## src/rtl/pcie_vc_switch.sv

```systemverilog
// pcie_vc_switch: class-steered virtual-channel FIFOs drained by a
// threshold-aware round-robin arbiter into one ready/valid egress register.
// A small control FSM owns threshold configuration; per-class egress counters
// are readable through a req/idx strobe interface while idle.
module pcie_vc_switch #(
   parameter int NUM_CH    = 4,
   parameter int DATA_W    = 12,
   parameter int DEPTH     = 8,
   parameter int CLASS_LSB = 8,
   parameter int CNT_W     = 8,
   parameter int TH_W      = $clog2(DEPTH) + 1
) (
   input  logic                      clk,
   input  logic                      reset,
   input  logic                      init,
   input  logic [TH_W-1:0]           umbral_L,
   input  logic [TH_W-1:0]           umbral_H,
   input  logic                      in_valid,
   input  logic [DATA_W-1:0]         in_data,
   output logic                      in_ready,
   output logic                      out_valid,
   output logic [DATA_W-1:0]         out_data,
   input  logic                      out_ready,
   output logic [NUM_CH-1:0]         empty,
   output logic [NUM_CH-1:0]         almost_full,
   output logic [NUM_CH-1:0]         almost_empty,
   input  logic                      req,
   input  logic [$clog2(NUM_CH)-1:0] idx,
   output logic [CNT_W-1:0]          data,
   output logic                      valid,
   output logic [2:0]                state,
   output logic                      idle,
   output logic                      error
);

   localparam int CH_W  = $clog2(NUM_CH);
   localparam int PTR_W = $clog2(DEPTH);
   localparam int CW    = PTR_W + 1;

   typedef enum logic [2:0] {
      ST_RESET  = 3'd0,
      ST_INIT   = 3'd1,
      ST_IDLE   = 3'd2,
      ST_ACTIVE = 3'd3,
      ST_ERROR  = 3'd4
   } state_t;

   state_t              state_q, state_d;
   logic [DATA_W-1:0]   mem_q    [NUM_CH][DEPTH];
   logic [PTR_W-1:0]    wr_ptr_q [NUM_CH];
   logic [PTR_W-1:0]    rd_ptr_q [NUM_CH];
   logic [CW-1:0]       count_q  [NUM_CH];
   logic [CNT_W-1:0]    cnt_q    [NUM_CH];
   logic [TH_W-1:0]     th_l_q, th_h_q;
   logic [NUM_CH-1:0]   urgent_q, urgent_d;
   logic [CH_W-1:0]     rr_q;
   logic                out_valid_q;
   logic [DATA_W-1:0]   out_data_q;
   logic                rd_valid_q;
   logic [CNT_W-1:0]    rd_data_q;

   logic [NUM_CH-1:0]   ne, full, cand, push_vec, pop_vec;
   logic [CH_W-1:0]     in_cls, out_cls, grant, arb_idx;
   logic                arb_found, any_ne, any_urg, active, push, load;

   assign in_cls  = in_data[CLASS_LSB +: CH_W];
   assign out_cls = out_data_q[CLASS_LSB +: CH_W];
   assign active  = (state_q == ST_IDLE) || (state_q == ST_ACTIVE);
   assign any_ne  = |ne;
   assign in_ready = active && !full[in_cls];
   assign push    = in_valid && in_ready;
   assign load    = active && (!out_valid_q || out_ready) && any_ne;

   // Occupancy flags and the hysteresis update of the urgent flags.
   always_comb begin
      ne           = '0;
      full         = '0;
      almost_full  = '0;
      almost_empty = '0;
      urgent_d     = urgent_q;
      for (int i = 0; i < NUM_CH; i++) begin
         ne[i]           = (count_q[i] != '0);
         full[i]         = (int'(count_q[i]) == DEPTH);
         almost_full[i]  = (int'(count_q[i]) >= int'(th_h_q));
         almost_empty[i] = (int'(count_q[i]) <= int'(th_l_q));
         if (almost_full[i])
            urgent_d[i] = 1'b1;
         else if (almost_empty[i])
            urgent_d[i] = 1'b0;
      end
   end

   assign empty = ~ne;

   // Round-robin search from last grant + 1, restricted to urgent VCs when any is pending.
   always_comb begin
      any_urg   = |(urgent_d & ne);
      cand      = any_urg ? (urgent_d & ne) : ne;
      grant     = rr_q;
      arb_found = 1'b0;
      arb_idx   = '0;
      for (int k = 1; k <= NUM_CH; k++) begin
         arb_idx = CH_W'((int'(rr_q) + k) % NUM_CH);
         if (!arb_found && cand[arb_idx]) begin
            grant     = arb_idx;
            arb_found = 1'b1;
         end
      end
   end

   // Per-channel push/pop decode.
   always_comb begin
      push_vec = '0;
      pop_vec  = '0;
      for (int i = 0; i < NUM_CH; i++) begin
         push_vec[i] = push && (in_cls == CH_W'(i));
         pop_vec[i]  = load && (grant == CH_W'(i));
      end
   end

   // FIFO pointers and occupancy; reset discards all stored words at once.
   always_ff @(posedge clk or negedge reset) begin
      if (!reset) begin
         for (int i = 0; i < NUM_CH; i++) begin
            wr_ptr_q[i] <= '0;
            rd_ptr_q[i] <= '0;
            count_q[i]  <= '0;
         end
      end else begin
         for (int i = 0; i < NUM_CH; i++) begin
            if (push_vec[i])
               wr_ptr_q[i] <= wr_ptr_q[i] + PTR_W'(1);
            if (pop_vec[i])
               rd_ptr_q[i] <= rd_ptr_q[i] + PTR_W'(1);
            if (push_vec[i] && !pop_vec[i])
               count_q[i] <= count_q[i] + CW'(1);
            else if (!push_vec[i] && pop_vec[i])
               count_q[i] <= count_q[i] - CW'(1);
         end
      end
   end

   // FIFO storage; contents are only meaningful under the occupancy counts.
   always_ff @(posedge clk) begin
      if (push)
         mem_q[in_cls][wr_ptr_q[in_cls]] <= in_data;
   end

   // Egress register, arbiter pointer and urgent flags.
   always_ff @(posedge clk or negedge reset) begin
      if (!reset) begin
         out_valid_q <= 1'b0;
         out_data_q  <= '0;
         rr_q        <= '0;
         urgent_q    <= '0;
      end else begin
         urgent_q <= urgent_d;
         if (load) begin
            out_valid_q <= 1'b1;
            out_data_q  <= mem_q[grant][rd_ptr_q[grant]];
            rr_q        <= grant;
         end else if (out_ready) begin
            out_valid_q <= 1'b0;
         end
      end
   end

   // Threshold latch: follows the inputs for as long as the FSM sits in INIT.
   always_ff @(posedge clk or negedge reset) begin
      if (!reset) begin
         th_l_q <= '0;
         th_h_q <= TH_W'(DEPTH);
      end else if (state_q == ST_INIT) begin
         th_l_q <= umbral_L;
         th_h_q <= umbral_H;
      end
   end

   // Control FSM next-state; pending traffic in IDLE takes priority over init.
   always_comb begin
      state_d = state_q;
      case (state_q)
         ST_RESET:  state_d = ST_INIT;
         ST_INIT: begin
            if (!init) begin
               if ((umbral_L >= umbral_H) || (int'(umbral_H) > DEPTH))
                  state_d = ST_ERROR;
               else
                  state_d = ST_IDLE;
            end
         end
         ST_IDLE: begin
            if (any_ne || out_valid_q)
               state_d = ST_ACTIVE;
            else if (init)
               state_d = ST_INIT;
         end
         ST_ACTIVE: begin
            if (!any_ne && !out_valid_q)
               state_d = ST_IDLE;
         end
         ST_ERROR:  state_d = ST_ERROR;
         default:   state_d = ST_RESET;
      endcase
   end

   // Control FSM state register.
   always_ff @(posedge clk or negedge reset) begin
      if (!reset)
         state_q <= ST_RESET;
      else
         state_q <= state_d;
   end

   // Per-class egress counters, cleared on every entry into INIT.
   always_ff @(posedge clk or negedge reset) begin
      if (!reset) begin
         for (int i = 0; i < NUM_CH; i++)
            cnt_q[i] <= '0;
      end else if ((state_d == ST_INIT) && (state_q != ST_INIT)) begin
         for (int i = 0; i < NUM_CH; i++)
            cnt_q[i] <= '0;
      end else if (out_valid_q && out_ready) begin
         cnt_q[out_cls] <= cnt_q[out_cls] + CNT_W'(1);
      end
   end

   // Counter read port: one-cycle strobe, data holds between reads.
   always_ff @(posedge clk or negedge reset) begin
      if (!reset) begin
         rd_valid_q <= 1'b0;
         rd_data_q  <= '0;
      end else if ((state_q == ST_IDLE) && req) begin
         rd_valid_q <= 1'b1;
         rd_data_q  <= cnt_q[idx];
      end else begin
         rd_valid_q <= 1'b0;
      end
   end

   assign out_valid = out_valid_q;
   assign out_data  = out_data_q;
   assign data      = rd_data_q;
   assign valid     = rd_valid_q;
   assign state     = state_q;
   assign idle      = (state_q == ST_IDLE);
   assign error     = (state_q == ST_ERROR);

endmodule

```

## config.mk

```make
export PLATFORM = sky130hd
export DESIGN_NAME = pcie_vc_switch
export DESIGN_NICKNAME = d
export VERILOG_FILES = /design/src/rtl/pcie_vc_switch.sv
export SDC_FILE = /design/constraint.sdc
export NUM_CORES = 1
export LEC_CHECK = 0
export ABC_CLOCK_PERIOD_IN_PS = 7600
export BUFFER_PORTS_ARGS = -buffer_cell sky130_fd_sc_hd__buf_2
export CORE_MARGIN = 3
export CORE_UTILIZATION = 34
export CTS_BUF_LIST = sky130_fd_sc_hd__clkbuf_4 sky130_fd_sc_hd__clkbuf_8
export CTS_CLUSTER_DIAMETER = 50
export DETAILED_ROUTE_END_ITERATION = 8
export GPL_ROUTABILITY_DRIVEN = 0
export PLACE_DENSITY = 0.58
export SYNTH_ARGS = -nofsm -noshare
export SYNTH_HDL_FRONTEND = slang
export SYNTH_SLANG_ARGS = --single-unit
export TNS_END_PERCENT = 100
```

## constraint.sdc

```tcl
create_clock -name clk -period 7.6 [get_ports clk]
set_clock_uncertainty 0.05 [all_clocks]
set_input_delay 1.14 -clock clk [delete_from_list [all_inputs] [get_ports clk]]
set_output_delay 1.14 -clock clk [all_outputs]
set_load 0.01 [all_outputs]
```

==> metrics.cfg <==
[run_status]
outcome = finished clean

[yosys]
synth_ff_type = edfxtp_1
syn-cell-area_um2 = 22200
async_reset_ff_frac = 0.224
syn_nets = 1714
synth_seq_cells = 495
synth_edf_count = 384
ys_seq_area_frac = 0.645
synth_warnings = 0
netlist_instances = 1625
yosysUniqueCellTypes = 72
synth_area_per_cell_um2 = 13.6

[final_layout]
diodes = 0
drive_gt1_frac = 0.191
stdcell_count = 2624
nets = 1799
area_growth_pct = 13.1
design_area_um2 = 25100

[grt]
grt_pass1_wl_um = 88200
grt_pass1_vias = 14400
met2_usage = 0.264
use_met1 = 0.238
overflow = 0
grtUsageMet3 = 0.0351
antenna_found_initial = 1
gr-usage-all-layers = 0.170
busiest_layer = met2
grt_max_degree = 151

[sta]
fin_crit_ns = 6.15
tns_ns = 0
finalWorstSetupSlack_ns = 1.45
drv_slew = 0
fmax_mhz = 163
finalCritPeriodShare = 0.809
hold_viol = 0
tightest_slew_ns = 1.25
slew_headroom = 0.162
rsz0062_at_grt = false
finalSetupViolCount = 0

[worst_setup_path]
cp-start-kind = flip-flop
crit_path_max_incr_delay_ns = 0.87
arrival_ns = 6.62
slowest_stage = a2111oi_1
cp.required_ns = 8.07
path_max_fanout = 29
crit_buf_inv = 2
crit_path_cell_trace = inv_1 > ha_1 > a2111oi_0 > nor2_1 > a2111oi_4 > a32oi_1 > o311ai_1 > o311ai_4 > a31o_2 > o2bb2ai_4 > buf_4 > a221oi_1 > a2111oi_1 > o41ai_2
cp-end-kind = flip-flop
worst-setup-path-type = reg -> reg
crit_family = compound AO/OA/AOI/OAI gates

[clock_tree]
htreeDepth = 3
cts_tree = built
clk_latency_ns = 0.66
cts_buffers = 81
ctsHoldBuffers = 0
cts-resized-gates = 0
cts_buffer_depth = 3
cts-root-buf = clkbuf_8
postCtsSetupBuffers = 0
cts.sinks = 495
clkSlewWorstSetupHoldPaths_ns = 0.07

[die]
ioPinCount = 68
start_util = 0.344
die_y_um = 261
core-area_um2 = 64500
die_area_um2 = 68300
rows = 93
die_w_um = 261

[route]
drtAntennaViolNets = 0
wl_um = 57700
drt_iter0_markers = 1356
drcViolationCount = 0
vias = 14400
viasPerCell = 5.48
avgRoutedWirePerCell_um = 22.0
drtPass1Iterations = 5

[flow_run]
maxCapViolations = 0

[place]
placed_cell_area_um2 = 23500
hpwl_um = 35100
numPortBuffers = 67
place_inst = 2482
place_ws_ns = 1.43

[min_path]
hold_path_class = reg -> reg

[cell type report]
class	count	area, um2
Multi-Input combinational cell	990	7320
Fill cell	6084	39400
Inverter	34	128
Clock inverter	33	220
Sequential cell	495	14300
Timing Repair Buffer	108	683
Clock buffer	109	1360
Tap cell	855	1070
[per-stage QoR]
step,util,hold slack (ns)
2_1_floorplan,-,0.390
3_3_place_gp,0.365,0.404
3_5_place_dp,0.365,0.408
4_1_cts,0.389,0.414
5_1_grt,0.389,0.433
6_report,0.389,0.424
[kinds of logic after synthesis]
group                      Yosys count  share of synthesized area
buffers and inverters              140                     0.0277
muxes                              100                     0.0583
adders and majority gates           61                     0.0358
AOI/OAI and AO/OA                  434                      0.146
xor gates and xnor gates            41                     0.0162
DFF                                495                      0.645
and+or+nand+nor                    354                     0.0710
[state kept, by name, indices dropped and copies added, names as in the netlist]
signal	cells
cnt_q	32
count_q	16
data	8
mem_q	384
out_data	12
out_valid	1
rd_ptr_q	12
rr_q	2
state	3
th_h_q	4
th_l_q	4
urgent_q	4
valid	1
wr_ptr_q	12
[synth_stat cells, types with 12 or more instances]
master	count	area, um2
o21ai_0	40	200
mux2_2	24	270
nor3_1	12	60.1
o32ai_1	13	114
edfxtp_1	384	11500
nor3b_1	15	113
mux4_2	20	450
inv_1	33	124
nor2_1	90	338
mux2i_1	46	460
a31oi_1	26	163
a21boi_0	24	180
nand2_1	174	653
a211oi_1	30	225
nand2b_1	15	93.8
a31o_2	28	245
a221oi_1	60	526
ha_1	57	713
a2bb2oi_1	25	219
clkbuf_1	62	233
a21oi_1	104	521
buf_2	26	130
xnor2_1	30	263
a32oi_1	13	114
dfrtp_1	110	2750
nand4_1	15	93.8
[per-layer routing]
| metal | share of wire | vias up |
|---|---|---|
| li1 | - | 6479 |
| met1 | 0.46 | 7255 |
| met2 | 0.45 | 540 |
| met3 | 0.066 | 95 |
| met4 | 0.024 | 0 |
| met5 | 0 | - |
[cells in the final DEF, fill, tap and decap left out, types with 11 or more instances in the layout]
cell / instances
clkinv_1: 18
buf_4: 39
a221oi_1: 60
ha_1: 57
a32oi_1: 13
edfxtp_1: 384
a31oi_1: 26
nor3_1: 12
nand4_1: 15
a21boi_0: 24
a21oi_1: 104
o32ai_1: 13
a211oi_1: 30
dfrtp_1: 110
a2bb2oi_1: 24
clkbuf_8: 86
xor2_1: 11
mux2i_1: 46
mux4_2: 20
nor3b_1: 15
nand2_1: 174
xnor2_1: 30
a2111oi_1: 11
nor2_1: 86
mux2_2: 24
a31o_2: 28
inv_1: 33
clkbuf_4: 23
buf_2: 66
nand2b_1: 15
o21ai_0: 40
[final timing paths]
check | start | end | slack, ns | cells past startpoint
min reg2reg | rd_ptr_q[2]$_DFFE_PN0P_ | rd_ptr_q[2]$_DFFE_PN0P_ | 0.42 | 1
max reg2reg | th_l_q[1]$_DFFE_PN0P_ | out_data[4]$_DFFE_PN0P_ | 1.45 | 14
min | rd_ptr_q[2]$_DFFE_PN0P_ | rd_ptr_q[2]$_DFFE_PN0P_ | 0.42 | 1
max | th_l_q[1]$_DFFE_PN0P_ | out_data[4]$_DFFE_PN0P_ | 1.45 | 14
max in group asynchronous | reset | rd_ptr_q[9]$_DFFE_PN0P_ | 5.72 | 2
min in group asynchronous | reset | count_q[11]$_DFFE_PN0P_ | 0.45 | 1
Power is left out: the tool's default activity adds up to more than one toggle a clock period on the data nets, which glitch-free logic cannot reach.
